[src/rtl/gpu_cmd_frame_port_pkg.sv]
// Shared types for the GPU command frame port: parser states and FIFO entry tag layout.
package gpu_cmd_frame_port_pkg;

    typedef enum logic [1:0] {
        ST_IDLE    = 2'd0,
        ST_PAYLOAD = 2'd1,
        ST_DISCARD = 2'd2
    } parse_state_t;

    // Tag stored above the data word in every FIFO entry.
    typedef struct packed {
        logic first;
        logic last;
    } cmd_tag_t;

    localparam int TAG_W = $bits(cmd_tag_t);

    function automatic int cnt_width(input int depth);
        return $clog2(depth) + 1;
    endfunction

endpackage

[src/rtl/gpu_cmd_frame_port_if.sv]
// Controller-side link of the command frame port: tagged word stream out, read-back and status in.
interface gpu_cmd_frame_port_if #(
    parameter int DATA_W = 16
);
    logic [DATA_W-1:0] cmd_word;
    logic              cmd_first;
    logic              cmd_last;
    logic              cmd_valid;
    logic              cmd_ready;
    logic [DATA_W-1:0] rd_data;
    logic              rd_valid;
    logic              frame_rendering;
    logic              gpu_busy;

    modport master (
        output cmd_word, cmd_first, cmd_last, cmd_valid,
        input  cmd_ready, rd_data, rd_valid, frame_rendering, gpu_busy
    );

    modport slave (
        input  cmd_word, cmd_first, cmd_last, cmd_valid,
        output cmd_ready, rd_data, rd_valid, frame_rendering, gpu_busy
    );
endinterface

[src/rtl/gpu_cmd_frame_port_fifo.sv]
// Show-ahead synchronous FIFO with occupancy count; simultaneous push and pop always honoured.
module gpu_cmd_frame_port_fifo #(
    parameter int W     = 18,
    parameter int DEPTH = 16
) (
    input  logic                     clk,
    input  logic                     rst,
    input  logic                     push,
    input  logic [W-1:0]             push_data,
    input  logic                     pop,
    output logic [W-1:0]             pop_data,
    output logic [$clog2(DEPTH):0]   count
);
    localparam int PTR_W = $clog2(DEPTH);
    localparam int CNT_W = PTR_W + 1;

    logic [W-1:0]     mem [DEPTH];
    logic [PTR_W-1:0] wr_ptr;
    logic [PTR_W-1:0] rd_ptr;
    logic [CNT_W-1:0] count_q;
    logic             full;
    logic             empty;
    logic             push_ok;
    logic             pop_ok;

    assign full    = (count_q == CNT_W'(DEPTH));
    assign empty   = (count_q == '0);
    assign pop_ok  = pop & ~empty;
    assign push_ok = push & (~full | pop_ok);

    always_ff @(posedge clk) begin
        if (!rst) begin
            wr_ptr  <= '0;
            rd_ptr  <= '0;
            count_q <= '0;
        end else begin
            if (push_ok) wr_ptr <= wr_ptr + PTR_W'(1);
            if (pop_ok)  rd_ptr <= rd_ptr + PTR_W'(1);
            case ({push_ok, pop_ok})
                2'b10:   count_q <= count_q + CNT_W'(1);
                2'b01:   count_q <= count_q - CNT_W'(1);
                default: count_q <= count_q;
            endcase
        end
    end

    // NOTE: storage has no reset; only pointers and count need a known value, and leaving
    // the array unreset lets it map onto plain RAM cells.
    always_ff @(posedge clk) begin
        if (push_ok) mem[wr_ptr] <= push_data;
    end

    assign pop_data = mem[rd_ptr];
    assign count    = count_q;
endmodule

[src/rtl/gpu_cmd_frame_port.sv]
// GPU command front end: synchronises the pad bus, parses length-prefixed frames into a tagged FIFO,
// and drives controller read-back data onto the pad.
module gpu_cmd_frame_port
    import gpu_cmd_frame_port_pkg::*;
#(
    parameter int DATA_W      = 16,
    parameter int FIFO_DEPTH  = 16,
    parameter int LEN_W       = 8,
    parameter int SYNC_STAGES = 2
) (
    input  logic                 gpu_clk,
    input  logic                 rst,
    input  logic                 cmd_clk_pin,
    input  logic                 output_enable_pin,
    input  logic [DATA_W-1:0]    cmd_data_in,
    output logic [DATA_W-1:0]    cmd_data_out,
    output logic                 cmd_data_oe,
    output logic                 ready_busy,
    output logic                 overflow_err,
    output logic                 drop_err,
    input  logic                 err_clear,
    gpu_cmd_frame_port_if.master ctrl
);
    localparam int ENTRY_W = DATA_W + TAG_W;
    localparam int CNT_W   = cnt_width(FIFO_DEPTH);

    logic [SYNC_STAGES-1:0] clk_sync;
    logic [SYNC_STAGES-1:0] oe_sync;
    logic [DATA_W-1:0]      data_sync [SYNC_STAGES];
    logic                   clk_prev;
    logic                   oe_s;
    logic                   strobe_edge;

    logic                   acc_valid;
    logic [DATA_W-1:0]      acc_word;
    logic [LEN_W-1:0]       acc_len;

    parse_state_t           state, state_n;
    logic [LEN_W-1:0]       remaining, remaining_n;
    logic                   push_q, push_n;
    cmd_tag_t               push_tag_q, push_tag_n;
    logic [DATA_W-1:0]      push_word_q;
    logic                   drop_set, ovf_set;

    logic [ENTRY_W-1:0]     head;
    logic [CNT_W-1:0]       fifo_count;
    logic [CNT_W-1:0]       occ;
    logic                   cmd_valid;
    logic                   pop;
    cmd_tag_t               head_tag;
    logic [DATA_W-1:0]      rd_reg;

    // NOTE: every clocked block uses non-blocking assignments so each flop samples pre-edge values.
    always_ff @(posedge gpu_clk) begin
        if (!rst) begin
            clk_sync  <= '0;
            oe_sync   <= '0;
            clk_prev  <= 1'b0;
            acc_valid <= 1'b0;
            acc_word  <= '0;
            for (int i = 0; i < SYNC_STAGES; i++) data_sync[i] <= '0;
        end else begin
            clk_sync     <= {clk_sync[SYNC_STAGES-2:0], cmd_clk_pin};
            oe_sync      <= {oe_sync[SYNC_STAGES-2:0], output_enable_pin};
            data_sync[0] <= cmd_data_in;
            for (int i = 1; i < SYNC_STAGES; i++) data_sync[i] <= data_sync[i-1];
            clk_prev     <= clk_sync[SYNC_STAGES-1];
            // Strobes seen while the pad is in read-back mode are not words.
            acc_valid    <= strobe_edge & ~oe_s;
            acc_word     <= data_sync[SYNC_STAGES-1];
        end
    end

    assign oe_s        = oe_sync[SYNC_STAGES-1];
    assign strobe_edge = clk_sync[SYNC_STAGES-1] & ~clk_prev;
    assign acc_len     = acc_word[LEN_W-1:0];

    // Occupancy includes the word staged for the next FIFO write.
    assign occ        = fifo_count + CNT_W'(push_q);
    assign ready_busy = (state == ST_IDLE) & ~ctrl.frame_rendering & ~ctrl.gpu_busy
                        & (occ <= CNT_W'(FIFO_DEPTH - 2));

    // NOTE: defaults first so no path through the case leaves a signal unassigned (no latches).
    always_comb begin
        state_n     = state;
        remaining_n = remaining;
        push_n      = 1'b0;
        push_tag_n  = '0;
        drop_set    = 1'b0;
        ovf_set     = 1'b0;
        if (acc_valid) begin
            case (state)
                ST_IDLE: begin
                    if (!ready_busy) begin
                        drop_set = 1'b1;
                    end else begin
                        push_n          = 1'b1;
                        push_tag_n.first = 1'b1;
                        push_tag_n.last  = (acc_len == '0);
                        if (acc_len != '0) begin
                            remaining_n = acc_len;
                            state_n     = ST_PAYLOAD;
                        end
                    end
                end
                ST_PAYLOAD: begin
                    remaining_n = remaining - LEN_W'(1);
                    if (occ == CNT_W'(FIFO_DEPTH)) begin
                        ovf_set = 1'b1;
                        state_n = (remaining == LEN_W'(1)) ? ST_IDLE : ST_DISCARD;
                    end else begin
                        push_n         = 1'b1;
                        push_tag_n.last = (remaining == LEN_W'(1));
                        if (remaining == LEN_W'(1)) state_n = ST_IDLE;
                    end
                end
                ST_DISCARD: begin
                    remaining_n = remaining - LEN_W'(1);
                    if (remaining == LEN_W'(1)) state_n = ST_IDLE;
                end
                default: state_n = ST_IDLE;
            endcase
        end
    end

    always_ff @(posedge gpu_clk) begin
        if (!rst) begin
            state        <= ST_IDLE;
            remaining    <= '0;
            push_q       <= 1'b0;
            push_tag_q   <= '0;
            push_word_q  <= '0;
            overflow_err <= 1'b0;
            drop_err     <= 1'b0;
            rd_reg       <= '0;
        end else begin
            state       <= state_n;
            remaining   <= remaining_n;
            push_q      <= push_n;
            push_tag_q  <= push_tag_n;
            push_word_q <= acc_word;
            if (ovf_set)        overflow_err <= 1'b1;
            else if (err_clear) overflow_err <= 1'b0;
            if (drop_set)       drop_err <= 1'b1;
            else if (err_clear) drop_err <= 1'b0;
            if (ctrl.rd_valid)  rd_reg <= ctrl.rd_data;
        end
    end

    gpu_cmd_frame_port_fifo #(
        .W     (ENTRY_W),
        .DEPTH (FIFO_DEPTH)
    ) u_fifo (
        .clk       (gpu_clk),
        .rst       (rst),
        .push      (push_q),
        .push_data ({push_tag_q, push_word_q}),
        .pop       (pop),
        .pop_data  (head),
        .count     (fifo_count)
    );

    assign cmd_valid      = (fifo_count != '0);
    assign pop            = cmd_valid & ctrl.cmd_ready;
    assign head_tag       = cmd_tag_t'(head[ENTRY_W-1 -: TAG_W]);
    assign ctrl.cmd_valid = cmd_valid;
    assign ctrl.cmd_word  = cmd_valid ? head[DATA_W-1:0] : '0;
    assign ctrl.cmd_first = cmd_valid & head_tag.first;
    assign ctrl.cmd_last  = cmd_valid & head_tag.last;

    assign cmd_data_oe  = oe_s;
    assign cmd_data_out = rd_reg;
endmodule
[src/flat_wrapper.sv]
// flat-port wrapper written by rule: the top's interface ports become plain ports
module gpu_cmd_frame_port_flat import gpu_cmd_frame_port_pkg::*;
#(
    parameter int DATA_W      = 16,
    parameter int FIFO_DEPTH  = 16,
    parameter int LEN_W       = 8,
    parameter int SYNC_STAGES = 2
)
  (gpu_clk, rst, cmd_clk_pin, output_enable_pin, cmd_data_in, cmd_data_out, cmd_data_oe, ready_busy, overflow_err, drop_err, err_clear, ctrl_cmd_word, ctrl_cmd_first, ctrl_cmd_last, ctrl_cmd_valid, ctrl_cmd_ready, ctrl_rd_data, ctrl_rd_valid, ctrl_frame_rendering, ctrl_gpu_busy);
  gpu_cmd_frame_port_if #(.DATA_W(DATA_W)) ctrl_i ();
  input  logic gpu_clk;
  input  logic rst;
  input  logic cmd_clk_pin;
  input  logic output_enable_pin;
  input  logic [DATA_W-1:0] cmd_data_in;
  output logic [DATA_W-1:0] cmd_data_out;
  output logic cmd_data_oe;
  output logic ready_busy;
  output logic overflow_err;
  output logic drop_err;
  input  logic err_clear;
  output wire logic [$bits(ctrl_i.cmd_word)-1:0] ctrl_cmd_word;
  output wire logic [$bits(ctrl_i.cmd_first)-1:0] ctrl_cmd_first;
  output wire logic [$bits(ctrl_i.cmd_last)-1:0] ctrl_cmd_last;
  output wire logic [$bits(ctrl_i.cmd_valid)-1:0] ctrl_cmd_valid;
  input wire logic [$bits(ctrl_i.cmd_ready)-1:0] ctrl_cmd_ready;
  input wire logic [$bits(ctrl_i.rd_data)-1:0] ctrl_rd_data;
  input wire logic [$bits(ctrl_i.rd_valid)-1:0] ctrl_rd_valid;
  input wire logic [$bits(ctrl_i.frame_rendering)-1:0] ctrl_frame_rendering;
  input wire logic [$bits(ctrl_i.gpu_busy)-1:0] ctrl_gpu_busy;
  assign ctrl_cmd_word = ctrl_i.cmd_word;
  assign ctrl_cmd_first = ctrl_i.cmd_first;
  assign ctrl_cmd_last = ctrl_i.cmd_last;
  assign ctrl_cmd_valid = ctrl_i.cmd_valid;
  assign ctrl_i.cmd_ready = ctrl_cmd_ready;
  assign ctrl_i.rd_data = ctrl_rd_data;
  assign ctrl_i.rd_valid = ctrl_rd_valid;
  assign ctrl_i.frame_rendering = ctrl_frame_rendering;
  assign ctrl_i.gpu_busy = ctrl_gpu_busy;
  gpu_cmd_frame_port #(.DATA_W(DATA_W), .FIFO_DEPTH(FIFO_DEPTH), .LEN_W(LEN_W), .SYNC_STAGES(SYNC_STAGES)) u_core (.gpu_clk(gpu_clk), .rst(rst), .cmd_clk_pin(cmd_clk_pin), .output_enable_pin(output_enable_pin), .cmd_data_in(cmd_data_in), .cmd_data_out(cmd_data_out), .cmd_data_oe(cmd_data_oe), .ready_busy(ready_busy), .overflow_err(overflow_err), .drop_err(drop_err), .err_clear(err_clear), .ctrl(ctrl_i));
endmodule
[config.mk]
export PLATFORM = sky130hd
export DESIGN_NAME = gpu_cmd_frame_port_flat
export DESIGN_NICKNAME = d
export VERILOG_FILES = /design/src/rtl/gpu_cmd_frame_port_pkg.sv /design/src/rtl/gpu_cmd_frame_port_if.sv /design/src/rtl/gpu_cmd_frame_port_fifo.sv /design/src/rtl/gpu_cmd_frame_port.sv /design/src/flat_wrapper.sv
export SDC_FILE = /design/constraint.sdc
export NUM_CORES = 1
export LEC_CHECK = 0
export BUFFER_PORTS_ARGS = -buffer_cell sky130_fd_sc_hd__buf_4
export CORE_MARGIN = 4
export CORE_UTILIZATION = 45
export CTS_BUF_LIST = sky130_fd_sc_hd__clkbuf_2
export CTS_CLUSTER_DIAMETER = 100
export DETAILED_ROUTE_END_ITERATION = 8
export GPL_ROUTABILITY_DRIVEN = 0
export REMOVE_ABC_BUFFERS = 1
export SETUP_SLACK_MARGIN = 0.2
export SKIP_CTS_REPAIR_TIMING = 1
export SLEW_MARGIN = 10
export SYNTH_ARGS = -nofsm -noshare
export SYNTH_HDL_FRONTEND = slang
export SYNTH_SLANG_ARGS = --single-unit
[constraint.sdc]
create_clock -name gpu_clk -period 7.9 [get_ports gpu_clk]
set_clock_uncertainty 0.15 [all_clocks]
set_input_delay 0.395 -clock gpu_clk [delete_from_list [all_inputs] [get_ports gpu_clk]]
set_output_delay 0.395 -clock gpu_clk [all_outputs]
set_load 0.02 [all_outputs]
### Word-level counts from Yosys, hierarchy flattened

Memory sizes are Yosys's and may differ from the RTL's. A register that Yosys moved wholly into a read port is not among the register bits.
Index checks and enable logic that the tools add are counted.

* register bits: 66
* RAM bits: 320
* bits of input ports: 41
* output and inout bits: 39
* memories kept: 2

Memories
* u_core.u_fifo.mem: depth 16, width 18, rd ports 1, clocked after memory_dff 1, wr ports 1, RTL line gpu_cmd_frame_port_fifo.sv:17 `logic [W-1:0] mem [DEPTH];`
* u_core.data_sync: depth 2, width 16, rd ports 2, clocked after memory_dff 1, wr ports 2, RTL line gpu_cmd_frame_port.sv:29 `logic [DATA_W-1:0] data_sync [SYNC_STAGES];`

* $add $sub $neg: 6
* magnitude comparators: 1
* eq/ne operators: 9
* multiplexer cells: 34
* bitwise gates (word level): 19
* reduce and logical (&&, ||, !) cells: 15

Operators with widths (number)
* two-way mux 16 bit: 3
* two-way mux 1 bit: 16
* two-way mux 8 bit: 2
* one-hot mux 8 bit (2 select lines): 1
* two-way mux 2 bit: 6
* bitwise AND 1 bit: 10
* == test 5 bit, second input constant: 2
* one-hot mux 5 bit (2 select lines): 1
* adder 4 x 1 -> 4 bit, second input constant: 2
* == test 8 x 1 -> 1 bit, second input constant: 1
* logical NOT 8 bit: 1
* two-way mux 4 bit: 2
* nonzero test 2 bit: 4
* nonzero test 8 bit: 1
* subtractor 8 x 1 -> 8 bit, second input constant: 1
* inverter 1 bit: 6
* one-hot mux 2 bit (3 select lines): 1
* AND reduction 3 bit: 2
* adder 5 x 1 -> 5 bit: 1
* adder 5 x 1 -> 5 bit, second input constant: 1
* less-or-equal comparator 5 x 4 -> 1 bit, second input constant: 1
* logical NOT 5 bit: 1
* nonzero test 5 bit: 1
* subtractor 5 x 1 -> 5 bit, second input constant: 1
* other kinds (10): 16

### Longest topological paths before layout

* depth after elaboration: 8
* mapped depth: 10
* depth with buffers taken out: 9

### Cells and area by module

A second synthesis with hierarchy kept.

* cells, all modules: 923
* area total of the unflattened synthesis: 15381.0 µm²

Modules (own cells, without submodules)
* gpu_cmd_frame_port_fifo: times used 1, cells an instance 570, area an instance 11793.8 µm², seq. area each 8988.6 µm²
* gpu_cmd_frame_port: times used 1, cells an instance 353, area an instance 3587.2 µm², seq. area each 2021.9 µm²

### Worst setup path after synthesis

Ideal clock, no wire load.

* path type: register to register
* start point: register u_core.u_fifo.count_q[2], in the netlist u_core.u_fifo.count[2]
* end point: register u_core.u_fifo.count_q[4], in the netlist u_core.u_fifo.count[4]
* arrival time: 2.365 ns
* data required time: 7.676 ns
* path slack: 5.311 ns
* stages on the path, launching flop included: 10
* period minus slack after synthesis: 2.589 ns
* cell sequence: dfxtp_1 > buf_2 > nor4_2 > a211oi_1 > ha_1 > nor2b_1 > o21ai_0 > a211oi_1 > a311o_1 > a31oi_1

* cells in the longest elaborated chain, start to end: 7
* elaborated cells on any way between the ends: 15

RTL lines
* start, declared: RTL line gpu_cmd_frame_port_fifo.sv:20 `logic [CNT_W-1:0] count_q;`
* start signal, assigned: RTL line gpu_cmd_frame_port_fifo.sv:40 `2'b10: count_q <= count_q + CNT_W'(1);`
* start signal, assigned: RTL line gpu_cmd_frame_port_fifo.sv:41 `2'b01: count_q <= count_q - CNT_W'(1);`
* start signal, assigned: RTL line gpu_cmd_frame_port_fifo.sv:42 `default: count_q <= count_q;`
* nonzero test 5 bit or logical NOT 5 bit (tied branches): RTL line gpu_cmd_frame_port.sv:163, gpu_cmd_frame_port_fifo.sv:27
* bitwise AND 1 bit or inverter 1 bit (tied branches): RTL line gpu_cmd_frame_port.sv:164, gpu_cmd_frame_port_fifo.sv:28
* bitwise AND 1 bit: RTL line gpu_cmd_frame_port_fifo.sv:28 `assign pop_ok = pop & ~empty;`
* OR 1 bit: RTL line gpu_cmd_frame_port_fifo.sv:29 `assign push_ok = push & (~full | pop_ok);`
* bitwise AND 1 bit: RTL line gpu_cmd_frame_port_fifo.sv:29
* == test 2 x 1 -> 1 bit or == test 2 bit (tied branches): RTL line gpu_cmd_frame_port_fifo.sv:39 `case ({push_ok, pop_ok})`
* one-hot mux 5 bit (2 select lines) or nonzero test 2 bit (tied branches)

Parallel ways exist; a longest one is shown, timed or not.
A chain may end at the register's enable or synchronous reset.

==> results.cfg <==
[sta]
worst_slack_ns = 3.417
max_slew.worst_pin.slew_ns = 1.050
grt_setup_unrepaired = no
max_slew_margin = 0.3002
fin_crit_ns = 4.483
finalSetupViolations = 0
hold_ws_ns = 0.2066
hold_violations = 0
fin_crit_sh = 0.5675
fin_setup_tns_ns = 0
slew_violations = 0
max_freq_ghz = 0.2231

[setup_path]
start_kind = flop
critPathRequiredTime_ns = 7.36
critPathArrivalTime_ns = 3.94
worstSetupPathType = reg -> out
end_kind = output port
crit_fanout = 45

[placement]
dp_cells = 1377
place_ws_ns = 4.260
port_buffers = 79
dp_hpwl_um = 16850

[yosys]
synth-seq-area-share = 0.7183
yosys_most_used_dff = edfxtp_1
synthArstFlopShare = 0
ys_warn_count = 0
syn-instance-count = 870
ys_ff_latch = 406
synth.avg_cell_area_um2 = 17.62
synth-edff-count = 288
yosys.cell_types.count = 51
syn-cell-area_um2 = 15330

[power]
max-vdd-ir-drop_mv = 0.1329
power_leakage_nw = 6.391
p_per_area_nw_per_um2 = 243.1

[floorplan]
fp.coreArea_um2 = 33530
initial_core_util = 0.4572
dieArea_um2 = 37080
die_w_um = 192.6
dieHeight_um = 192.6
ios = 80
num_rows = 67

[global_routing]
grt_use_total = 0.1740
overflow = 0
grt_pass1_wl_um = 48020
grt_max_degree = 81
grt_pass1_vias = 8420
antenna_found_initial = 3

[clocking]
htree_levels = 3
numCtsBuffers = 101
cts_max_path_buffers = 3
path_clk_slew_ns = 0.09
cts_tree = done
clkSinkCount = 406
clock_latency_ns = 0.96
root_buffer = clkbuf_2

[drt]
vias = 8398
ant_nets = 0
routed_wirelength_um = 32400
first_iter_violations = 641
vias_per_cell = 5.087
first_pass_iters = 5
drc_errors = 0
wl_per_cell_um = 19.63

[final_layout]
final_cells = 1651
fill_cells = 2762
drive_gt1_frac = 0.2956
layout_common_cells = edfxtp_1 (288), clkbuf_2 (153), dfxtp_1 (116)
areaGrowthSynthToFinish_pct = 19.12
final_common_cell = edfxtp_1
layout.nets = 1176

[status]
status = finished clean

[job]
cap_violations = 0

[worst_hold_path]
hold_path.class = in -> reg
## cell families (layout without fill, tap and decap cells)
logic type               after synthesis  in the layout  synth area share
AO/OA/AOI/OAI                         57             57           0.02498
XOR/XNOR                               9              9          0.005142
adder cells (fa/ha/maj)               17             17           0.01436
buffers and inverters                 66            397           0.01885
flip-flops                           406            406            0.7183
multiplexers                         108            108            0.1440
other                                  0              2                 0
AND/OR/NAND/NOR                      207            207           0.07444
## registers in the layout, indices dropped and copies added (netlist names), 4 cells and up, named ones only
signal and count:
u_core.u_fifo.mem 288, u_core.u_fifo.rd_ptr 4, u_core.u_fifo.wr_ptr 4, u_core.remaining 8, u_core.u_fifo.count 5, u_core.data_sync 32
u_core.push_word_q 16, u_core.acc_word 16, u_core.cmd_data_out 16
## where the power goes
group	internal (W)	leakage [nW]	switching, W
Clock	0.000580	0.722	0.000802
Combinational	0.000361	2.16	0.000358
Sequential	0.00229	3.51	0.0000526
## cell usage after synthesis, drive strengths merged, types with 7 or more instances
cell / instances / area (um^2)
edfxtp: 288 / 8648
clkbuf: 23 / 86.33
o21ai: 14 / 70.07
and2: 98 / 613.1
mux2i: 18 / 180.2
inv: 25 / 93.84
a21oi: 10 / 50.05
mux4: 90 / 2027
ha: 16 / 200.2
buf: 18 / 108.9
o311ai: 7 / 61.31
nor2: 50 / 187.7
dfxtp: 118 / 2362
nand2: 18 / 67.56
## final cells by class
class | instances | area, um^2 | area share
sequential | 406 | 11020 | 0.6032
inverter | 25 | 93.84 | 0.005139
clock inverter | 33 | 178.9 | 0.009798
timing repair buffer | 186 | 1612 | 0.08825
clock buffer | 153 | 765.7 | 0.04193
multi-input combinational | 398 | 4030 | 0.2207
antenna | 2 | 5.005 | 0.0002741
tap | 448 | 560.5 | 0.03070
## routing by layer
| metal | vias to the layer above | global-route usage | wire length, um |
|---|---|---|---|
| met1 | 4193 | 0.2320 | 13970 |
| met2 | 218 | 0.2791 | 16250 |
| met5 | - | 0 | 0 |
| li1 | 3916 | - | - |
| met4 | 0 | 0.06829 | 715 |
| met3 | 71 | 0.04124 | 1467 |
## metrics by stage
step                      total power, W    util  cell area (um^2)
after floorplan                 0.002851       -             15130
after global placement          0.003080  0.4906             16450
after detailed placement        0.003084  0.4906             16450
after CTS                       0.004478  0.5188             17400
after global routing            0.004692  0.5446             18260
final                           0.004440  0.5446             18260
## final timing paths
kind,startpoint,to,slack (ns),cells after the start
setup / recovery,flop,ctrl_cmd_first,3.42,5
hold / removal,err_clear,u_core.overflow_err,0.21,5
setup reg to reg,u_core.u_fifo.count[2],u_core.u_fifo.count[4],4.85,8
hold reg to reg,u_core.clk_prev,u_core.acc_valid,0.25,1
## critical path: stages (launching register included)
cell     delay, ns
dfxtp_4       0.72
buf_4         0.81
mux4_2        0.61
mux4_2        0.48
and2_1        0.17
buf_4         0.16
Note: power is estimated with default switching activity, not from simulation.
